$ cat config.mk
export PLATFORM = sky130hd
export DESIGN_NAME = hs_ifr_word_bus_arb
export DESIGN_NICKNAME = d
export VERILOG_FILES = /design/src/rtl/hs_ifr_word_bus_arb.sv
export SDC_FILE = /design/constraint.sdc
export NUM_CORES = 1
export LEC_CHECK = 0
export BUFFER_PORTS_ARGS = -buffer_cell sky130_fd_sc_hd__buf_2
export CORE_AREA = 10 10 156 158
export CTS_CLUSTER_SIZE = 40
export DETAILED_ROUTE_END_ITERATION = 8
export DIE_AREA = 0 0 166 168
export GPL_TIMING_DRIVEN = 0
export HOLD_SLACK_MARGIN = 0.02
export PLACE_DENSITY = 0.62
export SLEW_MARGIN = 30
export SYNTH_ARGS = -nofsm -noshare
export SYNTH_HDL_FRONTEND = slang
export SYNTH_SLANG_ARGS = --single-unit
$ cat constraint.sdc
create_clock -name clk_i -period 3.6 [get_ports clk_i]
set_clock_uncertainty 0.2 [all_clocks]
set_input_delay 0.54 -clock clk_i [delete_from_list [all_inputs] [get_ports clk_i]]
set_output_delay 0.54 -clock clk_i [all_outputs]
set_load 0.02 [all_outputs]
$ cat src/rtl/hs_ifr_word_bus_arb.sv
`default_nettype none
// +--------------------------------------------------------------------------+
// | Module      : hs_ifr_word_bus_arb                                        |
// | Description : Round-robin arbiter sharing one 32-bit memory port between |
// |               NUM_REQ byte/halfword/word requesters. Performs byte-lane  |
// |               alignment (byte enables, write-data replication, read-data |
// |               extraction with sign/zero extension) and flags misaligned  |
// |               or reserved-size accesses with an error response.          |
// |               One transaction outstanding at a time.                     |
// | Ports       : clk_i/rst_ni       clock, async active-low reset           |
// |               req_*              per-requester request channel           |
// |               rsp_*              one-hot response strobe, data, error    |
// |               mem_*              shared downstream memory port           |
// | Revision    : 1.0 - initial release                                      |
// +--------------------------------------------------------------------------+
module hs_ifr_word_bus_arb #(
   parameter int NUM_REQ = 4,
   parameter int ADDR_W  = 32
) (
   input  logic                      clk_i,
   input  logic                      rst_ni,
   input  logic [NUM_REQ-1:0]        req_valid_i,
   output logic [NUM_REQ-1:0]        req_ready_o,
   input  logic [NUM_REQ*ADDR_W-1:0] req_addr_i,
   input  logic [NUM_REQ-1:0]        req_we_i,
   input  logic [2*NUM_REQ-1:0]      req_size_i,
   input  logic [NUM_REQ-1:0]        req_signed_i,
   input  logic [32*NUM_REQ-1:0]     req_wdata_i,
   output logic [NUM_REQ-1:0]        rsp_valid_o,
   output logic [31:0]               rsp_rdata_o,
   output logic                      rsp_err_o,
   output logic                      mem_valid_o,
   input  logic                      mem_ready_i,
   output logic [ADDR_W-1:0]         mem_addr_o,
   output logic                      mem_we_o,
   output logic [3:0]                mem_be_o,
   output logic [31:0]               mem_wdata_o,
   input  logic                      mem_rvalid_i,
   input  logic [31:0]               mem_rdata_i
);

   localparam int         c_IDX_W   = (NUM_REQ > 1) ? $clog2(NUM_REQ) : 1;
   localparam logic [1:0] c_SZ_BYTE = 2'd0;
   localparam logic [1:0] c_SZ_HALF = 2'd1;
   localparam logic [1:0] c_SZ_WORD = 2'd2;

   typedef enum logic [1:0] {
      ST_IDLE  = 2'd0,
      ST_ISSUE = 2'd1,
      ST_WAIT  = 2'd2,
      ST_ERR   = 2'd3
   } state_t;

   state_t               r_state;
   state_t               w_state_nxt;

   logic [c_IDX_W-1:0]   r_ptr;
   logic [c_IDX_W-1:0]   r_gnt;
   logic [1:0]           r_addr_lo;
   logic [1:0]           r_size;
   logic                 r_signed;
   logic                 r_we;

   logic                 r_mem_valid;
   logic [ADDR_W-1:0]    r_mem_addr;
   logic                 r_mem_we;
   logic [3:0]           r_mem_be;
   logic [31:0]          r_mem_wdata;

   logic [NUM_REQ-1:0]   r_rsp_valid;
   logic [31:0]          r_rsp_rdata;
   logic                 r_rsp_err;

   logic                 w_any;
   logic [c_IDX_W-1:0]   w_gnt;
   logic [ADDR_W-1:0]    w_sel_addr;
   logic [1:0]           w_sel_size;
   logic [31:0]          w_sel_wdata;
   logic                 w_bad;
   logic [3:0]           w_be;
   logic [31:0]          w_lane_wdata;
   logic [7:0]           w_rd_byte;
   logic [15:0]          w_rd_half;
   logic [31:0]          w_rd_ext;
   logic [c_IDX_W-1:0]   w_ptr_nxt;

   // Round-robin search. Scanning from the far end backwards lets the
   // nearest valid requester at/after the pointer win the last assignment.
   always_comb begin
      w_any = 1'b0;
      w_gnt = '0;
      for (int i = NUM_REQ - 1; i >= 0; i--) begin
         if (req_valid_i[c_IDX_W'((int'(r_ptr) + i) % NUM_REQ)]) begin
            w_any = 1'b1;
            w_gnt = c_IDX_W'((int'(r_ptr) + i) % NUM_REQ);
         end
      end
   end

   assign w_sel_addr  = req_addr_i[int'(w_gnt)*ADDR_W +: ADDR_W];
   assign w_sel_size  = req_size_i[int'(w_gnt)*2 +: 2];
   assign w_sel_wdata = req_wdata_i[int'(w_gnt)*32 +: 32];

   // Reserved size is reported the same way as a misaligned access.
   assign w_bad = (w_sel_size == 2'd3)
                | ((w_sel_size == c_SZ_HALF) & w_sel_addr[0])
                | ((w_sel_size == c_SZ_WORD) & (w_sel_addr[1:0] != 2'b00));

   always_comb begin
      w_be         = 4'hF;
      w_lane_wdata = w_sel_wdata;
      case (w_sel_size)
         c_SZ_BYTE: begin
            w_be         = 4'b0001 << w_sel_addr[1:0];
            w_lane_wdata = {4{w_sel_wdata[7:0]}};
         end
         c_SZ_HALF: begin
            w_be         = 4'b0011 << {w_sel_addr[1], 1'b0};
            w_lane_wdata = {2{w_sel_wdata[15:0]}};
         end
         default: begin
            w_be         = 4'hF;
            w_lane_wdata = w_sel_wdata;
         end
      endcase
   end

   // Read-data lane extraction uses the low address bits captured at grant.
   always_comb begin
      case (r_addr_lo)
         2'd0:    w_rd_byte = mem_rdata_i[7:0];
         2'd1:    w_rd_byte = mem_rdata_i[15:8];
         2'd2:    w_rd_byte = mem_rdata_i[23:16];
         default: w_rd_byte = mem_rdata_i[31:24];
      endcase
      w_rd_half = r_addr_lo[1] ? mem_rdata_i[31:16] : mem_rdata_i[15:0];
      case (r_size)
         c_SZ_BYTE: w_rd_ext = {{24{r_signed & w_rd_byte[7]}}, w_rd_byte};
         c_SZ_HALF: w_rd_ext = {{16{r_signed & w_rd_half[15]}}, w_rd_half};
         default:   w_rd_ext = mem_rdata_i;
      endcase
   end

   assign w_ptr_nxt = c_IDX_W'((int'(r_gnt) + 1) % NUM_REQ);

   // State register
   always_ff @(posedge clk_i or negedge rst_ni) begin
      if (!rst_ni) begin
         r_state <= ST_IDLE;
      end else begin
         r_state <= w_state_nxt;
      end
   end

   // Next state and the combinational accept strobe. The accept is gated by
   // reset so every output reads zero while reset is held.
   always_comb begin
      w_state_nxt = r_state;
      req_ready_o = '0;
      case (r_state)
         ST_IDLE: begin
            if (w_any && rst_ni) begin
               req_ready_o[w_gnt] = 1'b1;
               w_state_nxt        = w_bad ? ST_ERR : ST_ISSUE;
            end
         end
         ST_ISSUE: begin
            if (mem_ready_i) begin
               w_state_nxt = ST_WAIT;
            end
         end
         ST_WAIT: begin
            if (mem_rvalid_i) begin
               w_state_nxt = ST_IDLE;
            end
         end
         ST_ERR: begin
            w_state_nxt = ST_IDLE;
         end
         default: begin
            w_state_nxt = ST_IDLE;
         end
      endcase
   end

   // Datapath: captured request, registered memory port and response.
   always_ff @(posedge clk_i or negedge rst_ni) begin
      if (!rst_ni) begin
         r_ptr       <= '0;
         r_gnt       <= '0;
         r_addr_lo   <= '0;
         r_size      <= '0;
         r_signed    <= 1'b0;
         r_we        <= 1'b0;
         r_mem_valid <= 1'b0;
         r_mem_addr  <= '0;
         r_mem_we    <= 1'b0;
         r_mem_be    <= '0;
         r_mem_wdata <= '0;
         r_rsp_valid <= '0;
         r_rsp_rdata <= '0;
         r_rsp_err   <= 1'b0;
      end else begin
         // Responses are single-cycle strobes.
         r_rsp_valid <= '0;
         r_rsp_rdata <= '0;
         r_rsp_err   <= 1'b0;
         case (r_state)
            ST_IDLE: begin
               if (w_any) begin
                  r_gnt     <= w_gnt;
                  r_addr_lo <= w_sel_addr[1:0];
                  r_size    <= w_sel_size;
                  r_signed  <= req_signed_i[w_gnt];
                  r_we      <= req_we_i[w_gnt];
                  if (!w_bad) begin
                     r_mem_valid <= 1'b1;
                     r_mem_addr  <= {w_sel_addr[ADDR_W-1:2], 2'b00};
                     r_mem_we    <= req_we_i[w_gnt];
                     r_mem_be    <= w_be;
                     r_mem_wdata <= w_lane_wdata;
                  end
               end
            end
            ST_ISSUE: begin
               if (mem_ready_i) begin
                  r_mem_valid <= 1'b0;
                  r_mem_addr  <= '0;
                  r_mem_we    <= 1'b0;
                  r_mem_be    <= '0;
                  r_mem_wdata <= '0;
               end
            end
            ST_WAIT: begin
               if (mem_rvalid_i) begin
                  r_rsp_valid[r_gnt] <= 1'b1;
                  r_rsp_rdata        <= r_we ? 32'd0 : w_rd_ext;
                  r_ptr              <= w_ptr_nxt;
               end
            end
            ST_ERR: begin
               r_rsp_valid[r_gnt] <= 1'b1;
               r_rsp_err          <= 1'b1;
               r_ptr              <= w_ptr_nxt;
            end
            default: begin
               r_ptr <= r_ptr;
            end
         endcase
      end
   end

   assign mem_valid_o = r_mem_valid;
   assign mem_addr_o  = r_mem_addr;
   assign mem_we_o    = r_mem_we;
   assign mem_be_o    = r_mem_be;
   assign mem_wdata_o = r_mem_wdata;
   assign rsp_valid_o = r_rsp_valid;
   assign rsp_rdata_o = r_rsp_rdata;
   assign rsp_err_o   = r_rsp_err;

endmodule
`default_nettype wire

[Word-level counts from Yosys, hierarchy flattened]
Cells that the tools add are included.
Operators by class
  div/mod/pow operators: 0
  mux-type cells: 66
  magnitude comparators: 8
  reduce and logical (&&, ||, !) cells: 14
  eq/ne operators: 14
  multipliers: 0
  shift-type cells: 5
  bitwise gates (word level): 6
  $add $sub $neg: 4
Operators by type and width (number)
  two-way mux 32 bit: 8
  one-hot mux 32 bit (2 select lines): 4
  variable part select 128 x 8 -> 32 bit: 2
  two-way mux 4 bit: 6
  one-hot mux 4 bit (2 select lines): 3
  one-hot mux 8 bit (3 select lines): 1
  two-way mux 1 bit: 22
  two-way mux 2 bit: 9
  < comparator 2 x 4 -> 1 bit (second input constant): 4
  two-way mux 16 bit: 1
  binary-select mux 1 bit (select 2 bit): 6
  equality test 2 bit (second input constant): 5
  inequality test 2 bit (second input constant): 5
  equality test 2 x 1 -> 1 bit (second input constant): 4
  zero test 2 bit: 4
  one-hot mux 2 bit (4 select lines): 1
  variable part select 8 x 4 -> 2 bit: 1
  < comparator 2 x 3 -> 1 bit (second input constant): 2
  nonzero test 2 bit: 3
  adder 2 x 1 -> 2 bit (second input constant): 2
  adder 2 bit (second input constant): 2
  bitwise AND 1 bit: 4
  demux 1 bit (select 2 bit): 2
  >= comparator 2 x 1 -> 1 bit (second input constant): 2
  other kinds (9): 14
Storage, ports and cells
  logic and storage cells: 132
  memories: 0
  register bits: 119
  ROM bits: 0
  latch bits: 0
  output and inout bits: 111
  RAM bits: 0
  input bits: 312

[Longest topological paths before layout]
Gate-level depths: netlist (run 1).
  depth in word-level cells: 16
  depth in mapped cells: 10

[Worst setup path before layout (run 1)]
No wires, ideal clock.
  kind: input -> output
  from: input port req_valid_i[1]
  to: output port req_ready_o[0]
  slack: 0.583 ns
  cell stages on the path: 7
  required time: 2.860 ns
  buffers on the path: 4
  data arrival time: 2.277 ns
  cells stage by stage: or3b_1 o221a_2 buf_4 buf_2 clkbuf_1 clkbuf_1 nor3_1
Between the ends
  word-level cells in the longest chain between the ends: 13
  elaborated cells on any way between the ends: 28
  those cells by class: order compare (2); mux (24); reduce/logical (2)
RTL lines
  from (decl): RTL line 22  | input logic [NUM_REQ-1:0] req_valid_i,
  binary-select mux 1 bit (select 2 bit): RTL line 93  | if (req_valid_i[c_IDX_W'((int'(r_ptr) + i) % NUM_REQ)]) begin
  two-way mux 1 bit (implied by the code) (2 in series): RTL line 93
  two-way mux 2 bit (4 in series): RTL line 93
  < comparator 2 x 3 -> 1 bit (implied by the code) or >= comparator 2 x 1 -> 1 bit (tied branches): RTL line 163  | req_ready_o[w_gnt] = 1'b1;
  logical AND 1 bit (implied by the code): RTL line 163
  two-way mux 1 bit (implied by the code): RTL line 163
  demux 1 bit (select 2 bit): RTL line 163
  two-way mux 4 bit *: RTL line 162  | if (w_any && rst_ni) begin
  two-way mux 4 bit *: RTL line 160  | case (r_state)
  to (decl): RTL line 23  | output logic [NUM_REQ-1:0] req_ready_o,
Every way passes the cells marked *; elsewhere a longest branch is shown, timed or not. The select of a mux whose other input is x is not followed.

[Worst setup path after layout (run 1)]
  from: register r_ptr[1]
  to: register r_mem_addr[26] (netlist: mem_addr_o[26])
Between the ends
  word-level cells in the longest chain between the ends: 15
  elaborated cells on any way between the ends: 39
  those cells by class: add/sub (3); eq/ne (5); shift (2); mux (23); bitwise (4); reduce/logical (2)
RTL lines
  from (decl): RTL line 57  | logic [c_IDX_W-1:0] r_ptr;
  from (signal assigned): RTL line 238  | r_ptr <= w_ptr_nxt;
  from (signal assigned): RTL line 244  | r_ptr <= w_ptr_nxt;
  from (signal assigned): RTL line 247  | r_ptr <= r_ptr;
  branches (longest 15 deep; another with adder 2 bit)
  to (signal assigned): RTL line 218  | r_mem_addr <= {w_sel_addr[ADDR_W-1:2], 2'b00};
  to (decl): RTL line 65  | logic [ADDR_W-1:0] r_mem_addr;
Parallel ways; which one is timed is not known. The select of a mux whose other input is x is not followed.
A chain may end at the register's enable or synchronous reset.

==> out/qor.csv, run 1 <==
metric;value;unit
cts_buffers;17;
start_kind;flip-flop;
synth_common_cells;207 x nand2_1, 117 x dfrtp_1, 67 x mux2i_1, 63 x nand3_1, 55 x clkbuf_1;
async_reset_ff_frac;1.000;
dp_hpwl;28160;µm
crit_buf_inv;3;
synth-edff-count;0;
viasPerCell;5.265;
clk_latency;410;ps
rows;54;
synth.most_common_cell;nand2_1;
hold_viol_final;0;
crit_chain;mux2i_1 -> o221a_2 -> buf_4 -> mux2i_2 -> mux2i_4 -> a21boi_2 -> o21a_1 -> buf_4 -> buf_4 -> a32o_1;
dr.pass1.iters;5;
area.growth.synth_to_final;41.78;%
port_buffers;420;
fp.dieH;168;µm
critical_path_required;3750;ps
cp_slowest_stage_delay;460;ps
cp_data_arrival_time;3540;ps
first_iter_violations;551;
worst-slew-pin-transition;706.4;ps
finalWirelength;34240;µm
yosys.area.top_type;dfrtp_1;
clock-sinks;117;
grt_max_degree;69;
ios;423;
status;completed;
wire_per_inst;21.75;µm
core;21420;µm²
path_max_fanout;10;
yosys_register_bits;117;
ctsHtreeMaxLevel;4;
dr_total_vias;8287;
setup_viol;0;
worst_path_dominant_cell_family;compound AO/OA/AOI/OAI gates;
period_minus_slack;3394;ps
critPathKind;reg -> reg;
rsz0062_at_grt;no;
synth_cell_types;49;
hold_path.class;in -> reg;
end_kind;flip-flop;
grt_pass1_vias;8667;
pwr_density_cell;838.3;nW/µm²
antenna_left;0;
syn_avg_cell_area;8.757;µm²
dieArea;27890;µm²
final_cells;1574;
synth_top_area_share;0.3961;
nets;1597;
start_util;0.3451;
cts_root_buf;clkbuf_16;
slew_headroom;0.5291;
min_period_over_period;0.9428;
clk_pin_slew;60;ps
antenna_found_initial;0;
max_freq;294.6;MHz
cp_common_cell;buf_4;
grt_pass1_wl;51380;µm
slowest_stage;dfrtp_1;
ys.flop_type;dfrtp_1;
syn_inst;844;
place_congestion;0.9218;
synth_seq_area_share;0.3961;
slew_viol_final;0;
synth.area.top_cells;dfrtp_1 40%, nand2_1 11%, mux2i_1 9.1%, a32o_1 4.3%, nand3_1 4.3%;
static-leakage-power;0.005522;µW
drc;0;
fin_setup_tns;0;ps
synth_warnings;0;
whs;157.9;ps
die_w;166;µm
syn_area;7391;µm²
overflow;0;
drive_above_1_share;0.3980;
vdd_ir_drop_max;0.3708;mV
max-cap-violations;0;
cts.path.max_buffers;2;
grt_use_total;0.2337;
diodes;0;
dp_cells;1546;
cts_tree;built;
-- metrics by stage --
stage,utilization,setup WS [ps],power [µW],cell area [µm²]
2_1_floorplan,-,582.7,5402,7395
3_3_place_gp,0.4598,-938.6,7131,9847
3_5_place_dp,0.4615,-214.0,7178,9884
4_1_cts,0.4888,57.61,8816,10470
5_1_grt,0.4893,9.318,9369,10480
6_report,0.4893,205.9,8785,10480
-- path summary, 6_finish.rpt --
| path | start | end | slack, ps | cells past startpoint |
|---|---|---|---|---|
| worst min-delay path | mem_ready_i | r_state[0] | 160 | 2 |
| min in group asynchronous | rst_ni | rsp_rdata_o[11] | 430 | 2 |
| worst min register to register | mem_valid_o | mem_valid_o | 270 | 1 |
| worst max-delay path | r_ptr[1] | mem_addr_o[26] | 210 | 10 |
| worst max register to register | r_ptr[1] | mem_addr_o[26] | 210 | 10 |
| max in group asynchronous | rst_ni | mem_addr_o[11] | 2090 | 3 |
-- routing by layer --
metal | up-vias | track usage | routed length [µm]
met2 | 388 | 0.3943 | 16890
li1 | 3905 | - | -
met5 | - | 0 | 0
met4 | 0 | 0.06240 | 622
met3 | 33 | 0.07171 | 2731
met1 | 3961 | 0.2832 | 13990
-- placed cells by master (no fill, tap or decap), types with 9 or more instances in the layout --
| master | n |
|---|---|
| a22o_1 | 9 |
| a21oi_1 | 51 |
| mux2i_1 | 65 |
| buf_2 | 428 |
| dfrtp_1 | 117 |
| clkbuf_16 | 17 |
| nor2_1 | 27 |
| o22ai_1 | 9 |
| a32o_1 | 32 |
| inv_1 | 21 |
| and3_1 | 17 |
| a311oi_1 | 17 |
| nand2_1 | 207 |
| nand3_1 | 63 |
| clkbuf_1 | 49 |
| mux2_2 | 19 |
| o2bb2ai_1 | 26 |
-- repair_timing --
item                                    in CTS  in global routing
gates resized for setup                      6                  4
setup buffers                                0                  0
pin swaps                                    0                  0
hold endpoints to repair                    49                  0
hold buffers                                 1                  0
endpoints found under the setup margin       9                 39
-- worst register-to-register path: cells and delay by family (launching register included) --
| kind | cells | cell delay (ps) |
|---|---|---|
| flops | 1 | 460 |
| mux | 3 | 960 |
| compound gates | 4 | 1100 |
| buf+inv | 3 | 610 |
-- sequential cells by signal, indices dropped and copies added, names as in the netlist --
name         count
r_gnt            2
mem_be_o         4
mem_we_o         1
mem_wdata_o     32
rsp_err_o        1
mem_addr_o      30
rsp_valid_o      4
r_signed         1
mem_valid_o      1
r_ptr            2
r_size           2
r_addr_lo        2
r_we             1
r_state          2
rsp_rdata_o     32
-- where the power goes --
part,internal [µW],switching [µW]
clock network,960,625
registers,1760,227
logic,1920,3290
-- layout make-up --
| type | count | area [µm²] |
|---|---|---|
| timing repair buffer | 422 | 2150 |
| sequential | 117 | 2928 |
| inverter | 21 | 78.83 |
| clock inverter | 13 | 110.1 |
| tap | 280 | 350.3 |
| fill | 2139 | 10940 |
| clock buffer | 19 | 442.9 |
| multi-input combinational | 625 | 4068 |
| buffer | 77 | 351.6 |
-- cells by family (layout without fill, tap and decap cells) --
family,after synthesis,count (layout),share of synthesized area
AND/OR/NAND/NOR,346,346,0.2033
AO/OA/AOI/OAI,176,176,0.1833
flip-flops,117,117,0.3961
buffers and inverters,103,552,0.05976
multiplexers,96,96,0.1490
adder cells (fa/ha/maj),4,4,0.006772
other,1,2,0.0005074
XOR/XNOR,1,1,0.001185
(Power assumes the default switching activity.)
==> run 2, diff against run 1 <==
--- a/config.mk
+++ b/config.mk
@@ -13,6 +13,7 @@
 export GPL_TIMING_DRIVEN = 0
 export HOLD_SLACK_MARGIN = 0.02
 export PLACE_DENSITY = 0.62
+export SKIP_LAST_GASP = 1
 export SLEW_MARGIN = 30
 export SYNTH_ARGS = -nofsm -noshare
 export SYNTH_HDL_FRONTEND = slang
==> constraint.sdc (replaced) <==
create_clock -name clk_i -period 3.6 [get_ports clk_i]
set_clock_uncertainty 0.2 [all_clocks]
set_input_delay 0.36 -clock clk_i [delete_from_list [all_inputs] [get_ports clk_i]]
set_output_delay 0.36 -clock clk_i [all_outputs]
set_load 0.02 [all_outputs]
==> out/qor.csv, run 2 (synthesized netlist as in run 1, its figures left out) <==
metric;value;unit;change
die_w;166;µm;unchanged
vdd_ir_drop_max;0.3740;mV;was 0.3708 mV
place_worst_setup_slack;-57.84;ps;was -214.0 ps
first_iter_violations;618;;was 551
reg2reg_setup_slack;210;ps;about the same
diodes;0;;unchanged
end_kind;primary output;;was flip-flop
dp_cells;1546;;unchanged
viasPerCell;5.215;;was 5.265
cts.path.max_buffers;2;;unchanged
cts_tree;built;;unchanged
core;21420;µm²;unchanged
finalWirelength;34400;µm;was 34240 µm
antenna_found_initial;0;;unchanged
pwr-share-clk;0.180;;about the same
period_minus_slack;3428;ps;was 3394 ps
fp.dieH;168;µm;unchanged
clk_pin_slew;60;ps;about the same
start_kind;flip-flop;;unchanged
setup_viol;0;;unchanged
cts_root_buf;clkbuf_16;;unchanged
static-leakage-power;0.005597;µW;was 0.005522 µW
critical_path_required;3040;ps;was 3750 ps
dp_hpwl;28160;µm;unchanged
post_cts_buffers;0;;unchanged
power;8794;µW;was 8785 µW
grt_max_degree;69;;unchanged
dieArea;27890;µm²;unchanged
min_period_over_period;0.9523;;was 0.9428
ctsHtreeMaxLevel;4;;unchanged
worst_slack;171.8;ps;was 205.9 ps
layout_common_cells;429 x buf_2, 207 x nand2_1, 117 x dfrtp_1;;was 428 x buf_2, 207 x nand2_1, 117 x dfrtp_1
grt_use_total;0.2351;;was 0.2337
final_cells;1595;;was 1574
pwr-share-comb;0.594;;was 0.593
rsz0062_at_grt;yes;;was no
wire_per_inst;21.57;µm;was 21.75 µm
ios;423;;unchanged
p_int;4646;µW;was 4639 µW
hold_viol_final;0;;unchanged
whs;47.88;ps;was 157.9 ps
rows;54;;unchanged
drive_above_1_share;0.3916;;was 0.3980
dr.pass1.iters;7;;was 5
cts_buffers;17;;unchanged
max-cap-violations;0;;unchanged
clk_latency;410;ps;about the same
grt_pass1_vias;8760;;was 8667
p_switching;4148;µW;was 4146 µW
hold_path.class;in -> reg;;unchanged
port_buffers;420;;unchanged
status;completed;;unchanged
whs_path_depth;3;;was 2
fillCellCount;2135;;was 2139
cp_data_arrival_time;2870;ps;was 3540 ps
dr_total_vias;8318;;was 8287
critPathKind;reg -> out;;was reg -> reg
start_util;0.3451;;unchanged
grt_pass1_wl;51720;µm;was 51380 µm
slew_headroom;0.5280;;was 0.5291
slew_viol_final;0;;unchanged
switching_share;0.4717;;was 0.4719
path_max_fanout;10;;unchanged
max_freq;291.7;MHz;was 294.6 MHz
place_congestion;0.9218;;unchanged
drc;0;;unchanged
overflow;0;;unchanged
final_common_cell;buf_2;;unchanged
area.growth.synth_to_final;44.07;%;was 41.78%
clock-sinks;117;;unchanged
antenna_left;0;;unchanged
pwr-share-seq;0.226;;was 0.227
worst-slew-pin-transition;708.0;ps;was 706.4 ps
fin_setup_tns;0;ps;unchanged
nets;1618;;was 1597
ff2ff_path_depth;9;;was 10
pwr_density_cell;825.9;nW/µm²;was 838.3 nW/µm²
-- run 2: power groups by stage --
stage	combinational, µW	sequential, µW	clock (µW)
after global routing	5660	2040	1680
after detailed placement	5180	2000	0
after floorplan	2990	2420	0
after CTS	5210	1980	1620
final	5220	1990	1580
after global placement	5140	1990	0
-- run 2: per-stage QoR --
stage | instance area, µm² | util
6_report | 10650 | 0.4971
5_1_grt | 10650 | 0.4971
4_1_cts | 10630 | 0.4961
3_5_place_dp | 9884 | 0.4615
3_3_place_gp | 9847 | 0.4598
2_1_floorplan | 7395 | -
-- run 2: metal layers --
metal | wire, µm | vias to the layer above | share of wire | track usage
met4 | 612 | 0 | 0.018 | 0.06240
met3 | 2809 | 36 | 0.082 | 0.07264
li1 | - | 3942 | - | -
met1 | 14000 | 3951 | 0.41 | 0.2835
met5 | 0 | - | 0 | 0
met2 | 16980 | 389 | 0.49 | 0.3982
-- run 2: area by class of cell --
type                    instances  area, µm²  area share
repair buffers                440       2330      0.2188
clock inverters                13      110.1     0.01034
well taps                     280      350.3     0.03290
flip-flops and latches        117       2928      0.2750
multi-input cells             625       4048      0.3801
inverters                      21      78.83    0.007403
clock buffers                  19      442.9     0.04160
plain buffers                  80      360.3     0.03384
-- run 2: what timing repair did --
| action | CTS | global route |
|---|---|---|
| resized for setup | 1 | 7 |
| hold buffers | 19 | 0 |
| setup endpoints to repair | 9 | 68 |
| endpoints found under the hold margin | 67 | 0 |
| pin swaps | 0 | 0 |
-- run 2: path summary, 6_finish.rpt --
path,startpoint,endpoint
setup reg to reg,r_ptr[1],mem_wdata_o[24]
min in group asynchronous,rst_ni,rsp_rdata_o[11]
setup / recovery,r_ptr[1],req_ready_o[3]
max in group asynchronous,rst_ni,mem_addr_o[11]
hold / removal,mem_rdata_i[9],rsp_rdata_o[9]
hold reg to reg,mem_valid_o,mem_valid_o
-- run 2: worst max-delay path: stages (launching register included) --
cell      delay, ps
dfrtp_1         460
mux2i_1         180
o221ai_2        510
buf_4           330
clkbuf_2        320
clkbuf_1        400
nor3_1           80
buf_2           190
